<file path="src/rtl/window_stream_3x3.sv">
// Streams a stored frame out of BRAM once, in raster order, and emits every interior
// 3x3 window over a valid/ready port with a one-entry skid register for backpressure.
module window_stream_3x3 #(
  parameter int IMG_WIDTH  = 130,
  parameter int IMG_HEIGHT = 130,
  parameter int DATA_W     = 8,
  parameter int ADDR_W     = 15,
  parameter int COORD_W    = 8
) (
  input  logic                  clk,
  input  logic                  reset,
  input  logic                  start,
  output logic                  rd_en,
  output logic [ADDR_W-1:0]     rd_addr,
  input  logic [DATA_W-1:0]     rd_data,
  output logic [9*DATA_W-1:0]   win_data,
  output logic                  win_valid,
  input  logic                  win_ready,
  output logic [COORD_W-1:0]    win_row,
  output logic [COORD_W-1:0]    win_col,
  output logic                  busy,
  output logic                  frame_done
);

  localparam int NPIX  = IMG_WIDTH * IMG_HEIGHT;
  localparam int IDX_W = (IMG_WIDTH > 1) ? $clog2(IMG_WIDTH) : 1;
  localparam logic [ADDR_W-1:0]  LAST_ADDR    = ADDR_W'(NPIX - 1);
  localparam logic [COORD_W-1:0] LAST_COL     = COORD_W'(IMG_WIDTH - 1);
  localparam logic [COORD_W-1:0] LAST_ROW     = COORD_W'(IMG_HEIGHT - 1);
  localparam logic [COORD_W-1:0] LAST_WIN_COL = COORD_W'(IMG_WIDTH - 2);
  localparam logic [COORD_W-1:0] LAST_WIN_ROW = COORD_W'(IMG_HEIGHT - 2);

  typedef enum logic [1:0] {S_IDLE, S_RUN, S_DRAIN, S_DONE} state_t;

  state_t                r_state;
  state_t                w_state_nxt;
  logic [ADDR_W-1:0]     r_rd_addr;
  logic                  r_inflight;
  logic                  r_skid_valid;
  logic [DATA_W-1:0]     r_skid;
  logic [COORD_W-1:0]    r_pc;
  logic [COORD_W-1:0]    r_pr;
  logic [3*DATA_W-1:0]   r_col0;
  logic [3*DATA_W-1:0]   r_col1;
  logic [9*DATA_W-1:0]   r_win_data;
  logic                  r_win_valid;
  logic [COORD_W-1:0]    r_win_row;
  logic [COORD_W-1:0]    r_win_col;
  logic [DATA_W-1:0]     r_lb0 [IMG_WIDTH];
  logic [DATA_W-1:0]     r_lb1 [IMG_WIDTH];

  logic                  w_stall;
  logic                  w_rd;
  logic                  w_proc;
  logic                  w_emit;
  logic                  w_last_acc;
  logic [DATA_W-1:0]     w_pix;
  logic [IDX_W-1:0]      w_idx;
  logic [3*DATA_W-1:0]   w_newcol;
  logic [9*DATA_W-1:0]   w_win;

  // Handshake: a window transfers on every cycle with win_valid && win_ready; while
  // win_valid && !win_ready all output fields hold, and win_ready alone is ignored.
  assign w_stall    = r_win_valid && !win_ready;
  assign w_rd       = (r_state == S_RUN) && !r_skid_valid && !w_stall;
  assign w_proc     = (r_skid_valid || r_inflight) && !w_stall;
  assign w_pix      = r_skid_valid ? r_skid : rd_data;
  assign w_idx      = r_pc[IDX_W-1:0];
  assign w_newcol   = {w_pix, r_lb0[w_idx], r_lb1[w_idx]};
  assign w_emit     = w_proc && (r_pc >= COORD_W'(2)) && (r_pr >= COORD_W'(2));
  assign w_last_acc = r_win_valid && win_ready &&
                      (r_win_row == LAST_WIN_ROW) && (r_win_col == LAST_WIN_COL);

  always_comb begin
    w_win = '0;
    for (int wr = 0; wr < 3; wr++) begin
      w_win[(3*wr+0)*DATA_W +: DATA_W] = r_col0[wr*DATA_W +: DATA_W];
      w_win[(3*wr+1)*DATA_W +: DATA_W] = r_col1[wr*DATA_W +: DATA_W];
      w_win[(3*wr+2)*DATA_W +: DATA_W] = w_newcol[wr*DATA_W +: DATA_W];
    end
  end

  always_comb begin
    w_state_nxt = r_state;
    case (r_state)
      S_IDLE:  if (start) w_state_nxt = S_RUN;
      S_RUN:   if (w_rd && (r_rd_addr == LAST_ADDR)) w_state_nxt = S_DRAIN;
      S_DRAIN: if (w_last_acc) w_state_nxt = S_DONE;
      S_DONE:  w_state_nxt = S_IDLE;
      default: w_state_nxt = S_IDLE;
    endcase
  end

  always_ff @(posedge clk) begin
    if (reset) begin
      r_state      <= S_IDLE;
      r_rd_addr    <= '0;
      r_inflight   <= 1'b0;
      r_skid_valid <= 1'b0;
      r_skid       <= '0;
      r_pc         <= '0;
      r_pr         <= '0;
      r_col0       <= '0;
      r_col1       <= '0;
      r_win_data   <= '0;
      r_win_valid  <= 1'b0;
      r_win_row    <= '0;
      r_win_col    <= '0;
    end else begin
      r_state    <= w_state_nxt;
      r_inflight <= w_rd;
      if ((r_state == S_IDLE) && start) begin
        r_rd_addr <= '0;
        r_pc      <= '0;
        r_pr      <= '0;
      end
      if (w_rd) r_rd_addr <= (r_rd_addr == LAST_ADDR) ? '0 : r_rd_addr + ADDR_W'(1);
      // A pixel landing while the output is stalled waits in the skid register.
      if (r_inflight && w_stall) begin
        r_skid       <= rd_data;
        r_skid_valid <= 1'b1;
      end else if (w_proc) begin
        r_skid_valid <= 1'b0;
      end
      if (w_proc) begin
        r_col0 <= r_col1;
        r_col1 <= w_newcol;
        if (r_pc == LAST_COL) begin
          r_pc <= '0;
          r_pr <= (r_pr == LAST_ROW) ? '0 : r_pr + COORD_W'(1);
        end else begin
          r_pc <= r_pc + COORD_W'(1);
        end
      end
      if (!w_stall) begin
        r_win_valid <= w_emit;
        if (w_emit) begin
          r_win_data <= w_win;
          r_win_row  <= r_pr - COORD_W'(1);
          r_win_col  <= r_pc - COORD_W'(1);
        end
      end
    end
  end

  // Line buffers carry no reset: rows 0 and 1 of each frame overwrite them before use.
  always_ff @(posedge clk) begin
    if (w_proc) begin
      r_lb1[w_idx] <= r_lb0[w_idx];
      r_lb0[w_idx] <= w_pix;
    end
  end

  assign rd_en      = w_rd;
  assign rd_addr    = r_rd_addr;
  assign win_data   = r_win_data;
  assign win_valid  = r_win_valid;
  assign win_row    = r_win_row;
  assign win_col    = r_win_col;
  assign busy       = (r_state == S_RUN) || (r_state == S_DRAIN);
  assign frame_done = (r_state == S_DONE);

endmodule

</file>
<file path="config.mk">
export PLATFORM = sky130hd
export DESIGN_NAME = window_stream_3x3
export DESIGN_NICKNAME = d
export VERILOG_FILES = /design/src/rtl/window_stream_3x3.sv
export SDC_FILE = /design/constraint.sdc
export NUM_CORES = 2
export LEC_CHECK = 0
export CAP_MARGIN = 0
export CORE_MARGIN = 10
export CORE_UTILIZATION = 62
export DETAILED_ROUTE_END_ITERATION = 12
export PLACE_DENSITY = 0.75
export SLEW_MARGIN = 25
export SYNTH_ARGS = -nofsm -noshare
export SYNTH_HDL_FRONTEND = slang
export SYNTH_SLANG_ARGS = --single-unit
</file>
<file path="constraint.sdc">
create_clock -name clk -period 7.4 [get_ports clk]
set_input_delay 1.11 -clock clk [delete_from_list [all_inputs] [get_ports clk]]
set_output_delay 1.11 -clock clk [all_outputs]
set_load 0.03 [all_outputs]
</file>
==> metrics.txt <==
nature of the critical path endpoint=register; count of maximum capacitance violations=0; Sequential cell area=66200 um2; post-detailed-route DRC marker count=0; Worst R2R Path Depth=7; final hold viol count=0; uppermost layer routed=met5; Port Buffers=118; overall via count from detail_route=47700; number of antenna violations at the first check in global routing=3; Root Driver=sky130_fd_sc_hd__clkbuf_16; Starting Density=0.626; Netlist cell types=88; number of iterations in the first detailed-routing pass=8; CP top delay family=buffers and inverters; average wire length per cell after detail routing=32.9 um; Stages on worst setup path=7; leakage dissipation=30.2 nW; Crit Path Max Fanout=97; worst endpoint data arrival time=5840 ps; setup total negative slack=0 ps; Required @ worst endpoint=7950 ps; Hold WC Path Type=register to register; final clock period utilization by the worst path=0.715; fillers=8304; Critical Path Source Type=register; Routability Congestion=0.921; final count of negative-setup-slack endpoints=0; detailed-route wire length=228000 um; post-synthesis net count=4600; hold buffers post-CTS=0; number of synthesized register bits=2268; Detail Route Antenna Nets=0; clock sinks=2268; total of warnings raised by yosys=0; Area Overhead vs Synth=12.4%; Tmin final=5290 ps; total core area=140000 um2; Avg Cell Area, Syn=19.2 um2; power density over the cells=283 nW/um2; count of flip-flops with a built-in enable after synthesis=2080; number of buffers inserted to repair setup after CTS=0; mean number of vias per cell=6.88; net count reported at finish=4899; Most common cell on crit path=sky130_fd_sc_hd__buf_4; instance count along the most critical hold path=2; CTS tree=done; first-pass GRT wire length=330000 um; fraction of final layout cells sized beyond drive strength 1=0.205; post-synthesis sequential area ratio=0.755; post-cts repair resize count=0; floorplan die width=396 um; RSZ-0062 raised after global routing=no; utilization after layout=0.704; total standard cell area after synthesis=87700 um2; result of the run=complete, no violations; Final Hold Slack=452 ps; number of buffers created by CTS=212; count of mapped cells out of synthesis=4573; Max Freq=189 MHz; wire length on met3=28600 um; total global routing track utilization=0.289; Async S/R FF share, synth=0; Die Footprint=157000 um2; Starting DRT DRC Count=6706; cell type contributing the most total cell area after synthesis=sky130_fd_sc_hd__edfxtp_1; commonest non-fill, non-tap cell in the layout=sky130_fd_sc_hd__edfxtp_1; met1 WL=83300 um; dominant cells by area after synthesis=sky130_fd_sc_hd__edfxtp_1 (71%), sky130_fd_sc_hd__mux4_2 (11%), sky130_fd_sc_hd__dfxtp_1 (4.3%); register clock-pin slew on the reported worst setup and hold paths=60 ps; commonest cells after routing, fill and taps aside=sky130_fd_sc_hd__edfxtp_1 (2080), sky130_fd_sc_hd__mux4_2 (414), sky130_fd_sc_hd__nand2_1 (272); Max Slew Vio Count=0; multi-input logic area=19700 um2; CP Cell Sequence=buf_4 -> mux4_2 -> o22ai_1 -> nor3_1 -> o211ai_1 -> nand2_4 -> buf_4; total length of routed met2 wires=105000 um; Critical Setup Path Class=register to register; post-DP HPWL=136000 um; Remaining Overflow, GRT=0; worst stage delay on the critical path=1040 ps; Std-Cell Rows=137; CP max stage cell=sky130_fd_sc_hd__dfxtp_4; number of H-tree levels=4; floorplan die height=396 um; pin count of the biggest net entering global routing=131; largest vdd supply drop=0.242 mV; number of primary I/O pins=119; clock insertion delay at the later pin of the skew report=850 ps; actual transition at the worst max-transition pin=1200 ps; buffering stage count on the worst path with inverters included=2; tightest slew margin relative to the limit=0.202; ys flop type=sky130_fd_sc_hd__edfxtp_1; skew final=53.8 ps; Synth top area share=0.712; vias in the first global route=46600; Clock Tree Buf Depth=3
path summary, 6_finish.rpt:
kind	slack, ps	start	endpoint
hold / removal	450	win_data[55]	win_data[55]
hold reg to reg	450	win_data[55]	win_data[55]
setup reg to reg	2110	register	r_lb1[105][5]
setup / recovery	2110	register	r_lb1[105][5]
power by group:
group,switching [mW],internal [mW],leakage (nW)
registers,0.110,14.4,20.2
logic,1.60,0.896,6.62
clock network,4.65,6.23,3.40
final cells by class:
class | instances | share of cell area
multi-input combinational | 2007 | 0.200
sequential | 2268 | 0.672
timing repair buffer | 356 | 0.0317
clock inverter | 130 | 0.0126
antenna | 1 | 0.0000254
inverter | 27 | 0.00126
clock buffer | 268 | 0.0585
tap | 1876 | 0.0238
stage by stage:
step	setup WS, ps	power (mW)	instances	area (um2)
3_3_place_gp	2350	17.2	6529	91400
2_1_floorplan	1930	16.6	4573	87700
4_1_cts	2250	28.0	6928	98400
5_1_grt	1990	28.7	6932	98500
3_5_place_dp	2280	17.3	6530	91400
6_report	2110	27.9	6933	98500
registers in the layout (all words and copies together) (netlist names), 2 cells and up, named ones only:
name / flops
r_col0: 24
r_col1: 24
r_lb0: 1040
r_lb1: 1040
r_pc: 8
r_pr: 8
r_skid: 8
r_state: 2
rd_addr: 15
win_col: 8
win_data: 72
win_row: 8
synth_stat cells, types with 11 or more instances:
cell and count:
sky130_fd_sc_hd__o221ai_1 47, sky130_fd_sc_hd__mux4_2 414, sky130_fd_sc_hd__edfxtp_1 2080, sky130_fd_sc_hd__inv_1 23, sky130_fd_sc_hd__nand3_1 69, sky130_fd_sc_hd__o211ai_1 12, sky130_fd_sc_hd__nand3b_1 11, sky130_fd_sc_hd__nor2b_1 21
sky130_fd_sc_hd__a31oi_1 42, sky130_fd_sc_hd__mux4_1 21, sky130_fd_sc_hd__o21ai_0 66, sky130_fd_sc_hd__buf_4 48, sky130_fd_sc_hd__ha_1 15, sky130_fd_sc_hd__nand4_1 13, sky130_fd_sc_hd__buf_6 49, sky130_fd_sc_hd__a22oi_1 66
sky130_fd_sc_hd__nor3_1 35, sky130_fd_sc_hd__nor4_1 11, sky130_fd_sc_hd__nand2_1 278, sky130_fd_sc_hd__nor2_1 232, sky130_fd_sc_hd__o22ai_1 86, sky130_fd_sc_hd__buf_2 59, sky130_fd_sc_hd__and3_1 16, sky130_fd_sc_hd__clkbuf_1 93
sky130_fd_sc_hd__a211oi_1 57, sky130_fd_sc_hd__mux2_2 20, sky130_fd_sc_hd__mux2i_1 173, sky130_fd_sc_hd__nand2b_1 13, sky130_fd_sc_hd__a32oi_1 13, sky130_fd_sc_hd__a21oi_1 149, sky130_fd_sc_hd__dfxtp_1 188
worst register-to-register path, stage by stage, from the launching register on:
cell and delay (ps):
sky130_fd_sc_hd__dfxtp_4 1040, sky130_fd_sc_hd__buf_4 730, sky130_fd_sc_hd__mux4_2 620, sky130_fd_sc_hd__o22ai_1 190, sky130_fd_sc_hd__nor3_1 190, sky130_fd_sc_hd__o211ai_1 820, sky130_fd_sc_hd__nand2_4 820, sky130_fd_sc_hd__buf_4 580
kinds of logic (layout without fill, tap and decap cells):
kind of cell	after synthesis	in the layout	share of synthesized area
compound gates	613	613	0.0472
xor+xnor	12	12	0.00120
fa+ha+maj	15	15	0.00214
buf+inv	298	781	0.0221
flops	2268	2268	0.755
mux	628	628	0.135
other cells	0	1	0
simple gates	739	739	0.0373
per-layer routing:
layer	vias to the layer above	global-route usage
met3	528	0.0756
met2	3387	0.431
met5	-	0
met1	24500	0.403
li1	19300	-
met4	2	0.131
(Power assumes the default switching activity.)
